File: src/rtl/cci_mpf_csr_mgr_pkg.sv
// MPF CSR manager shared definitions.
// Register offsets, event indices and counter types.
package cci_mpf_csr_mgr_pkg;

    localparam int MPF_CSR_EVENT_CTR_BITS = 48;
    localparam int MPF_CSR_NUM_EVENTS     = 7;
    localparam int MPF_CSR_NUM_WRO        = 4;

    // Byte offsets inside the 128-byte register window
    localparam logic [6:0] MPF_CSR_VTP_MODE       = 7'h00;
    localparam logic [6:0] MPF_CSR_VTP_PT_BASE    = 7'h08;
    localparam logic [6:0] MPF_CSR_VC_MAP_CTRL    = 7'h10;
    localparam logic [6:0] MPF_CSR_VC_MAP_HISTORY = 7'h18;
    localparam logic [6:0] MPF_CSR_EVENT_BASE     = 7'h20;
    localparam logic [6:0] MPF_CSR_WRO_BASE       = 7'h58;
    localparam logic [6:0] MPF_CSR_VERSION_OFF    = 7'h78;

    localparam logic [63:0] MPF_CSR_VERSION = 64'h1;

    typedef enum logic [2:0] {
        EVT_4KB_HIT         = 3'd0,
        EVT_4KB_MISS        = 3'd1,
        EVT_2MB_HIT         = 3'd2,
        EVT_2MB_MISS        = 3'd3,
        EVT_PT_WALK_BUSY    = 3'd4,
        EVT_FAILED_XLATE    = 3'd5,
        EVT_MAPPING_CHANGED = 3'd6
    } t_mpf_csr_event_idx;

    typedef logic [MPF_CSR_EVENT_CTR_BITS-1:0] t_mpf_csr_event_ctr;

endpackage

File: src/rtl/cci_mpf_csr_event_ctr.sv
// Saturating event counter with synchronous clear.
// A clear coinciding with an increment leaves the count at 1.
module cci_mpf_csr_event_ctr
    import cci_mpf_csr_mgr_pkg::*;
#(
    parameter int W = MPF_CSR_EVENT_CTR_BITS
)(
    input  logic         clk,
    input  logic         reset_n,
    input  logic         i_clr,
    input  logic         i_inc,
    output logic [W-1:0] o_count
);

    logic [W-1:0] r_count;

    // Clear has priority but still absorbs the same-cycle event
    always_ff @(posedge clk) begin
        if (!reset_n) begin
            r_count <= '0;
        end else if (i_clr) begin
            r_count <= W'(i_inc);
        end else if (i_inc && !(&r_count)) begin
            r_count <= r_count + W'(1);
        end
    end

    assign o_count = r_count;

endmodule

File: src/rtl/cci_mpf_csr_event_mgr.sv
// MPF CSR manager: MMIO write decode, event counters,
// and an ordered read-response FIFO toward the TX MMIO channel.
module cci_mpf_csr_event_mgr
    import cci_mpf_csr_mgr_pkg::*;
#(
    parameter logic [15:0] CSR_BASE_ADDR  = 16'h0100,
    parameter int          EVENT_CTR_BITS = MPF_CSR_EVENT_CTR_BITS,
    parameter int          RSP_FIFO_DEPTH = 4
)(
    input  logic         clk,
    input  logic         reset_n,
    input  logic         mmio_wr_valid,
    input  logic [15:0]  mmio_wr_addr,
    input  logic [63:0]  mmio_wr_data,
    input  logic         mmio_rd_valid,
    input  logic [15:0]  mmio_rd_addr,
    input  logic [8:0]   mmio_rd_tid,
    output logic         rsp_valid,
    output logic [8:0]   rsp_tid,
    output logic [63:0]  rsp_data,
    input  logic         rsp_almost_full,
    output logic         rsp_overflow,
    input  logic [6:0]   events,
    output logic [7:0]   vtp_in_mode,
    output logic [41:0]  vtp_in_page_table_base,
    output logic         vtp_in_page_table_base_valid,
    output logic [63:0]  vc_map_ctrl,
    output logic         vc_map_ctrl_valid,
    input  logic [63:0]  vc_map_history,
    input  logic [255:0] wro_stats
);

    localparam logic [3:0] IDX_MODE    = MPF_CSR_VTP_MODE[6:3];
    localparam logic [3:0] IDX_PT      = MPF_CSR_VTP_PT_BASE[6:3];
    localparam logic [3:0] IDX_VC      = MPF_CSR_VC_MAP_CTRL[6:3];
    localparam logic [3:0] IDX_HIST    = MPF_CSR_VC_MAP_HISTORY[6:3];
    localparam logic [3:0] IDX_EVT0    = MPF_CSR_EVENT_BASE[6:3];
    localparam logic [3:0] IDX_WRO0    = MPF_CSR_WRO_BASE[6:3];
    localparam logic [3:0] IDX_VERSION = MPF_CSR_VERSION_OFF[6:3];

    localparam int         AW      = $clog2(RSP_FIFO_DEPTH);
    localparam logic [AW:0] PTR_ONE = 1;

    logic [7:0]  r_vtp_mode;
    logic [41:0] r_pt_base;
    logic        r_pt_valid;
    logic [63:0] r_vc_ctrl;
    logic        r_vc_valid;
    logic [6:0]  r_events;

    logic        w_wr_hit;
    logic        w_rd_hit;
    logic [3:0]  w_wr_idx;
    logic [3:0]  w_rd_idx;
    logic        w_rd_coll;
    logic [6:0]  w_clr;
    logic [EVENT_CTR_BITS-1:0] w_ctr [MPF_CSR_NUM_EVENTS];
    logic [63:0] w_regs [16];
    logic        w_unused_addr;

    assign w_wr_idx  = mmio_wr_addr[6:3];
    assign w_rd_idx  = mmio_rd_addr[6:3];
    assign w_wr_hit  = mmio_wr_valid &&
                       (mmio_wr_addr[15:7] == CSR_BASE_ADDR[15:7]);
    assign w_rd_hit  = mmio_rd_valid &&
                       (mmio_rd_addr[15:7] == CSR_BASE_ADDR[15:7]);
    assign w_rd_coll = w_rd_hit && w_wr_hit && (w_rd_idx == w_wr_idx);
    assign w_unused_addr = ^{mmio_wr_addr[2:0], mmio_rd_addr[2:0]};

    // Control register writes; vc_map_ctrl_valid is a single-cycle pulse
    always_ff @(posedge clk) begin
        if (!reset_n) begin
            r_vtp_mode <= '0;
            r_pt_base  <= '0;
            r_pt_valid <= 1'b0;
            r_vc_ctrl  <= '0;
            r_vc_valid <= 1'b0;
        end else begin
            r_vc_valid <= 1'b0;
            if (w_wr_hit) begin
                case (w_wr_idx)
                    IDX_MODE: r_vtp_mode <= mmio_wr_data[7:0];
                    IDX_PT: begin
                        r_pt_base  <= mmio_wr_data[41:0];
                        r_pt_valid <= 1'b1;
                    end
                    IDX_VC: begin
                        r_vc_ctrl  <= mmio_wr_data;
                        r_vc_valid <= 1'b1;
                    end
                    default: ;
                endcase
            end
        end
    end

    // Register the event wires once before counting
    always_ff @(posedge clk) begin
        if (!reset_n) r_events <= '0;
        else          r_events <= events;
    end

    // Any write to an event register clears that counter
    always_comb begin
        for (int e = 0; e < MPF_CSR_NUM_EVENTS; e++) begin
            w_clr[e] = w_wr_hit && (w_wr_idx == IDX_EVT0 + 4'(e));
        end
    end

    for (genvar e = 0; e < MPF_CSR_NUM_EVENTS; e++) begin : g_ctr
        cci_mpf_csr_event_ctr #(.W(EVENT_CTR_BITS)) u_ctr (
            .clk     (clk),
            .reset_n (reset_n),
            .i_clr   (w_clr[e]),
            .i_inc   (r_events[e]),
            .o_count (w_ctr[e])
        );
    end

    // Readable register view indexed by address bits [6:3]
    always_comb begin
        for (int i = 0; i < 16; i++) w_regs[i] = '0;
        w_regs[IDX_MODE] = 64'(r_vtp_mode);
        w_regs[IDX_PT]   = 64'(r_pt_base);
        w_regs[IDX_VC]   = r_vc_ctrl;
        w_regs[IDX_HIST] = vc_map_history;
        for (int e = 0; e < MPF_CSR_NUM_EVENTS; e++) begin
            w_regs[IDX_EVT0 + 4'(e)] = 64'(w_ctr[e]);
        end
        for (int k = 0; k < MPF_CSR_NUM_WRO; k++) begin
            w_regs[IDX_WRO0 + 4'(k)] = wro_stats[64*k +: 64];
        end
        w_regs[IDX_VERSION] = MPF_CSR_VERSION;
    end

    logic        r_rd_valid;
    logic [8:0]  r_rd_tid;
    logic [3:0]  r_rd_idx;
    logic        r_rd_coll;
    logic [63:0] r_rd_snap;
    logic [63:0] w_rd_data;

    // Read request stage; snapshot protects against a same-cycle write
    always_ff @(posedge clk) begin
        if (!reset_n) begin
            r_rd_valid <= 1'b0;
            r_rd_tid   <= '0;
            r_rd_idx   <= '0;
            r_rd_coll  <= 1'b0;
            r_rd_snap  <= '0;
        end else begin
            r_rd_valid <= w_rd_hit;
            r_rd_tid   <= mmio_rd_tid;
            r_rd_idx   <= w_rd_idx;
            r_rd_coll  <= w_rd_coll;
            r_rd_snap  <= w_regs[w_rd_idx];
        end
    end

    assign w_rd_data = r_rd_coll ? r_rd_snap : w_regs[r_rd_idx];

    logic [AW:0] r_wr_ptr;
    logic [AW:0] r_rd_ptr;
    logic [8:0]  r_fifo_tid  [RSP_FIFO_DEPTH];
    logic [63:0] r_fifo_data [RSP_FIFO_DEPTH];
    logic        r_overflow;
    logic        w_empty;
    logic        w_full;
    logic        w_pop;
    logic        w_push;

    assign w_empty = (r_wr_ptr == r_rd_ptr);
    assign w_full  = (r_wr_ptr[AW] != r_rd_ptr[AW]) &&
                     (r_wr_ptr[AW-1:0] == r_rd_ptr[AW-1:0]);
    assign w_pop   = !w_empty && !rsp_almost_full;
    assign w_push  = r_rd_valid && (!w_full || w_pop);

    // Response storage
    always_ff @(posedge clk) begin
        if (w_push) begin
            r_fifo_tid[r_wr_ptr[AW-1:0]]  <= r_rd_tid;
            r_fifo_data[r_wr_ptr[AW-1:0]] <= w_rd_data;
        end
    end

    // FIFO pointers and sticky drop flag
    always_ff @(posedge clk) begin
        if (!reset_n) begin
            r_wr_ptr   <= '0;
            r_rd_ptr   <= '0;
            r_overflow <= 1'b0;
        end else begin
            if (w_push) r_wr_ptr <= r_wr_ptr + PTR_ONE;
            if (w_pop)  r_rd_ptr <= r_rd_ptr + PTR_ONE;
            if (r_rd_valid && !w_push) r_overflow <= 1'b1;
        end
    end

    assign rsp_valid    = w_pop;
    assign rsp_tid      = w_pop ? r_fifo_tid[r_rd_ptr[AW-1:0]] : '0;
    assign rsp_data     = w_pop ? r_fifo_data[r_rd_ptr[AW-1:0]] : '0;
    assign rsp_overflow = r_overflow;

    assign vtp_in_mode                  = r_vtp_mode;
    assign vtp_in_page_table_base       = r_pt_base;
    assign vtp_in_page_table_base_valid = r_pt_valid;
    assign vc_map_ctrl                  = r_vc_ctrl;
    assign vc_map_ctrl_valid            = r_vc_valid;

endmodule

File: config.mk
export PLATFORM = sky130hd
export DESIGN_NAME = cci_mpf_csr_event_mgr
export DESIGN_NICKNAME = d
export VERILOG_FILES = /design/src/rtl/cci_mpf_csr_mgr_pkg.sv /design/src/rtl/cci_mpf_csr_event_ctr.sv /design/src/rtl/cci_mpf_csr_event_mgr.sv
export SDC_FILE = /design/constraint.sdc
export NUM_CORES = 2
export LEC_CHECK = 0
export ABC_AREA = 0
export ABC_CLOCK_PERIOD_IN_PS = 8980
export BUFFER_PORTS_ARGS = -buffer_cell sky130_fd_sc_hd__buf_2
export CORE_MARGIN = 2
export CORE_UTILIZATION = 63
export CTS_BUF_LIST = sky130_fd_sc_hd__clkbuf_16
export CTS_CLUSTER_SIZE = 20
export DETAILED_ROUTE_END_ITERATION = 7
export GPL_ROUTABILITY_DRIVEN = 0
export PLACE_DENSITY = 0.82
export SLEW_MARGIN = 5
export SYNTH_ARGS = -nofsm -noshare
export SYNTH_HDL_FRONTEND = slang
export SYNTH_SLANG_ARGS = --single-unit
File: constraint.sdc
create_clock -name clk -period 8.98 [get_ports clk]
set_input_delay 1.347 -clock clk [delete_from_list [all_inputs] [get_ports clk]]
set_output_delay 1.347 -clock clk [all_outputs]
set_load 0.005 [all_outputs]
## Yosys cells after proc, flatten, opt, wreduce, memory -nomap -nowiden

Memories as Yosys holds them, arrays and structs flattened. A register that Yosys moved wholly into a read port is not among the register bits.
Cells that the tools add are included.

- Bits in registers: 545
- Bits in writable memories: 292
- Bits of input ports: 437
- Output and inout port bits: 191
- Word-level logic and storage cells: 149
- Memories kept: 2

- Add/sub/neg operators: 9
- Order comparisons: 2
- Equality and inequality tests: 15
- Multiplexer cells: 30
- Bitwise operators: 3
- Reduce and logical (&&, ||, !) cells: 60

Memories:

| name | words | width | read ports | clocked after Yosys merged registers in | wr ports | RTL line | text |
|---|---|---|---|---|---|---|---|
| r_fifo_data | 4 | 64 | 1 | 1 | 1 | cci_mpf_csr_event_mgr.sv:165 | `logic [63:0] r_fifo_data [RSP_FIFO_DEPTH];` |
| r_fifo_tid | 4 | 9 | 1 | 1 | 1 | cci_mpf_csr_event_mgr.sv:164 | `logic [8:0] r_fifo_tid [RSP_FIFO_DEPTH];` |

Operators with widths:

| kind | number |
|---|---|
| $bmux W64 S4 | 2 |
| $mux W64 | 6 |
| $add A48 B1 Y48 const B | 7 |
| $reduce_and A48 Y1 | 7 |
| $logic_and A1 B1 Y1 | 22 |
| $eq A9 B2 Y1 const B | 2 |
| $mux W1 | 17 |
| $eq A4 B3 Y1 const B | 4 |
| $reduce_bool A2 Y1 | 7 |
| $reduce_or A2 Y1 | 7 |
| $eq A4 B4 Y1 const B | 3 |
| $logic_not A1 Y1 | 11 |
| $ge A5 B5 Y1 const B | 2 |
| $not A4 Y5 | 2 |
| $mux W9 | 1 |
| $mux W2 | 4 |
| $reduce_and A2 Y1 | 4 |
| $add A3 B1 Y3 const B | 2 |
| $eq A4 B1 Y1 const B | 1 |
| $eq A4 B2 Y1 const B | 1 |
| $eq A4 B4 Y1 | 1 |
| $logic_not A4 Y1 | 1 |
| $eq A3 B3 Y1 | 1 |
| $eq A2 B2 Y1 | 1 |
| other kinds (3) | 3 |

## Longest topological paths before layout

- Depth after elaboration: 7
- Depth in mapped cells: 10
- Mapped depth without buffers: 7

## By module

A second synthesis with hierarchy kept.

- Cells, all modules: 4876
- Area total of the unflattened synthesis: 50108.1 um^2

By module, submodules not included:

| module | times used | cells an instance | area an instance (um^2) | seq. area each (um^2) |
|---|---|---|---|---|
| cci_mpf_csr_event_mgr | 1 | 2657 | 31820.5 | 12992.5 |
| cci_mpf_csr_event_ctr | 7 | 317 | 2612.5 | 960.9 |

## Least setup slack after synthesis

OpenSTA, ideal clock, no wires.

- Path kind: input-to-reg
- From: input rsp_almost_full
- To: memory r_fifo_data[3][0] (enable)
- Library setup time: 0.441 ns
- Data arrival time: 3.472 ns
- Data required time: 8.539 ns
- Slack: 5.067 ns
- Stages: 2
- Path buffers: 0
- Cell sequence: a31oi_1 and2_1

- Word-level cells in the longest chain between the ends: 6

Ends and longest elaborated chain:

| what | RTL line | text |
|---|---|---|
| start: declaration | cci_mpf_csr_event_mgr.sv:21 | `input logic rsp_almost_full,` |
| $logic_not A1 Y1 | cci_mpf_csr_event_mgr.sv:175 | `assign w_pop = !w_empty && !rsp_almost_full;` |
| $logic_and A1 B1 Y1 | cci_mpf_csr_event_mgr.sv:175 |  |
| $logic_or A1 B1 Y1 | cci_mpf_csr_event_mgr.sv:176 | `assign w_push = r_rd_valid && (!w_full \|\| w_pop);` |
| $logic_and A1 B1 Y1 | cci_mpf_csr_event_mgr.sv:176 |  |
| $mux W1 | cci_mpf_csr_event_mgr.sv:180 | `if (w_push) begin` |
| $mux W1 (not written as such) | cci_mpf_csr_event_mgr.sv:182 | `r_fifo_data[r_wr_ptr[AW-1:0]] <= w_rd_data;` |
| end: declaration | cci_mpf_csr_event_mgr.sv:165 |  |

Every way passes these cells.

## Worst setup path after layout

- From: register r_rd_idx[1]
- To: memory r_fifo_data[0][35] (data pin)

- Word-level cells in the longest chain between the ends: 5

Ends and longest elaborated chain:

| what | RTL line | text |
|---|---|---|
| start: declaration | cci_mpf_csr_event_mgr.sv:138 | `logic [3:0] r_rd_idx;` |
| start signal: assignment | cci_mpf_csr_event_mgr.sv:154 | `r_rd_idx <= w_rd_idx;` |
| $not A4 Y5 (not written as such) | cci_mpf_csr_event_mgr.sv:160 | `assign w_rd_data = r_rd_coll ? r_rd_snap : w_regs[r_rd_idx];` |
| $bmux W64 S4 | cci_mpf_csr_event_mgr.sv:160 |  |
| $mux W64 (not written as such) (2 in a row) | cci_mpf_csr_event_mgr.sv:160 |  |
| $mux W64 | cci_mpf_csr_event_mgr.sv:160 |  |
| via w_rd_data[35] | cci_mpf_csr_event_mgr.sv:141 | `logic [63:0] w_rd_data;` |

The timed path passes the listed nets, and every way through them passes these cells. The select of a mux whose other input is x is not followed.

==> metrics.cfg <==
[yosys]
ys_seq_area_share_pct = 41.3
synth_area_per_cell_sq_um = 9.79
syn_nets = 5324
synth-seq-cells = 839
synth.cell_area_sq_mm = 0.0477
ys_async_sr_fraction_pct = 0
ys_types = 76
yosys_warnings = 0
synthCells = 4875
synthFlopType = dfxtp_1
synth-edff-count = 292

[grt]
grt_use_total_pct = 47.3
grt_pass1_wl_um = 274000
grt_pass1_vias = 42000
grt_overflow = 0
antenna_found_initial = 63
grt_max_degree = 166

[floorplan]
die_x_um = 279
start_util_pct = 63.9
die-area_sq_mm = 0.0780
dieHeight_um = 279
core_area_sq_mm = 0.0747
ios = 628
rows = 100

[timing]
timing.final.crit_share_pct = 52.9
drv_slew = 0
min_period_ps = 4750
max_slew_margin_pct = 1.08
worstMarginPinSlew_ps = 1470
whs_ps = 470
fin_worst_skew_ps = 50.4
setup-tns-final_ps = 0
hold_viol_final = 0
layout_setup_ws_ps = 4230
max_freq_ghz = 0.211
rsz0062_at_grt = false
finalSetupViolCount = 0

[setup_path]
critical_path.startpoint_type = register
crit_required_ps = 9390
crit_arrival_ps = 5160
critPathSlowestCell = o21ai_0
rr_worst_depth = 6
worstPathCellList = buf_4 -> buf_4 -> mux4_2 -> o21ai_0 -> o21ai_0 -> mux2_2
worst-r2r-setup-slack_ps = 4230
r2r_end = r_fifo_data[0][35]
critPathKind = reg2reg
startpoint = r_rd_idx[1]
critPathMaxStageDelay_ps = 910
r2r_start = r_rd_idx[1]
crit_fanout = 52
cp-end-kind = register

[place]
dp_slack_ps = 4090
io_buffer_count = 621
dp.final_hpwl_um = 133000
placedInstanceArea_sq_mm = 0.0512

[power_and_ir_drop]
p_per_area_mw_per_mm2 = 159
irDropWorstVdd_v = 0.000155
leakage_nw = 19.1

[cells_and_area]
ff_latch_area_sq_mm = 0.0197
syn2layout_area_growth_pct = 14.0
multiInputGateArea_sq_mm = 0.0264
final_area_sq_mm = 0.0544
fillers = 5182
drive_above_1_share_pct = 23.4
nNetsFinal = 5720

[routing]
wl_met2_um = 78300
route.detailed.drc = 0
drtAntennaViolNets = 0
drt-total-wl_um = 190000
viasPerCell = 7.22
routed.top_layer = met5
wl_met3_um = 32400
drt_iter0_drc = 8115
wl_per_cell_um = 29.9
num_vias = 46000
wl_met1_um = 61900
drt_first_pass_iters = 7

[cts]
htreeDepth = 3
worstSkewPairLatency_ps = 710
postCtsSetupBuffers = 0
root_buffer = clkbuf_16
hold_buffers = 0
cts_buffer_depth = 3
numCtsBuffers = 89
tritoncts = built
cts.sinks = 839
cts_resized = 0
clk_pin_slew_ps = 70

[hold_path]
worstHoldPathCells = 0
worstHoldStart = r_rd_tid[7]
hold_path_end = r_fifo_tid[0][7]
worstHoldPathType = reg2reg

[run_status]
status = finished with violations
violations = capacitance limit

[flow_run]
cap_violations = 1

## cell usage after synthesis, drive strengths merged (20+ instances only)
cell	count	area share [%]
buf	86	0.76
nor3	84	0.89
xor2	137	2.5
and2	126	1.7
nor2	400	3.1
nand3	142	1.5
o31ai	33	0.53
nand2	532	4.2
a22oi	20	0.31
o211ai	143	2.2
dfxtp	547	23
inv	58	0.46
o21ai	252	2.7
mux4	230	11
mux2i	223	4.7
a21oi	275	2.9
a2111oi	24	0.48
nor4	51	0.72
and3	53	0.69
o22ai	47	0.62
or4	42	0.68
or3	75	0.99
a221oi	39	0.72
nor2b	42	0.55
mux2	131	3.1
a221o	51	1.1
clkbuf	294	2.4
nand4	114	1.5
edfxtp	292	18
and4	45	0.85
xnor2	112	2.1
## sequential cells by signal, summed over array words and instances, names as in the netlist, 8 cells and up, named ones only
name and cells:
g_ctr.u_ctr.o_count 336, r_fifo_data 256, r_fifo_tid 36, r_rd_snap 64, r_rd_tid 9, vc_map_ctrl 64, vtp_in_mode 8, vtp_in_page_table_base 42
## power breakdown
group	total (W)	switching (W)	internal [W]
sequential	0.00399	0.0000363	0.00395
combinational	0.000792	0.000522	0.000270
clock	0.00387	0.00170	0.00217
total	0.00866	0.00226	0.00640
## cell type report
class | count | share of cell area, %
multi-input cells | 3595 | 48.5
flip-flops and latches | 839 | 36.3
repair buffers | 685 | 6.68
clock buffers | 92 | 4.23
well taps | 969 | 2.23
clock inverters | 74 | 1.35
inverters | 61 | 0.430
diodes | 58 | 0.267
## per-stage QoR
| stage | utilization (%) | cells | power, W |
|---|---|---|---|
| after floorplan | - | 4875 | 0.00447 |
| after global placement | 68.6 | 6149 | 0.00479 |
| after detailed placement | 68.6 | 6149 | 0.00481 |
| after CTS | 72.6 | 6315 | 0.00857 |
| after global routing | 72.8 | 6359 | 0.00879 |
| final | 72.8 | 6373 | 0.00866 |
## worst max path at each step
stage / slack, ps / endpoint
floorplan: 5070 / r_fifo_data[3][0]
global placement: 4110 / r_rd_snap[43]
detailed placement: 4090 / r_rd_snap[46]
CTS: 4280 / rsp_data[21]
global route: 4120 / rsp_data[58]
finish: 4230 / r_fifo_data[0][35]
## kinds of logic (layout without fill, tap and decap cells)
group,after synthesis,in the layout,synth area share [%]
DFF,839,839,41.3
xor gates and xnor gates,249,249,4.57
adders and majority gates,12,12,0.315
AOI/OAI and AO/OA,970,970,13.0
other,0,58,0
and+or+nand+nor,1780,1780,18.6
muxes,584,584,18.6
buffers and inverters,441,912,3.59
## critical path: cells and delay by family, from the launching register on
family / cells / cell delay, ps
compound gates: 2 / 1120
buf+inv: 2 / 1420
flops: 1 / 750
mux: 2 / 1030
## cells in the final DEF, fill, tap and decap left out, types with 63 or more instances in the layout
| master | instances |
|---|---|
| inv_1 | 70 |
| mux2i_1 | 223 |
| mux2_2 | 131 |
| buf_2 | 618 |
| o21ai_0 | 246 |
| xnor2_1 | 112 |
| edfxtp_1 | 292 |
| mux4_2 | 227 |
| and2_1 | 120 |
| nand4_1 | 112 |
| o211ai_1 | 143 |
| a21oi_1 | 275 |
| xor2_1 | 137 |
| nor3_1 | 82 |
| buf_4 | 63 |
| nand2_1 | 531 |
| clkbuf_16 | 92 |
| nor2_1 | 396 |
| nand3_1 | 142 |
| dfxtp_1 | 540 |
| or3_1 | 72 |
## routing by layer
metal,global-route usage (%),vias to the layer above
li1,-,19100
met1,57.1,21700
met2,67.5,4184
met3,20.1,977
met4,34.9,14
met5,0,-
(Power assumes the default switching activity.)
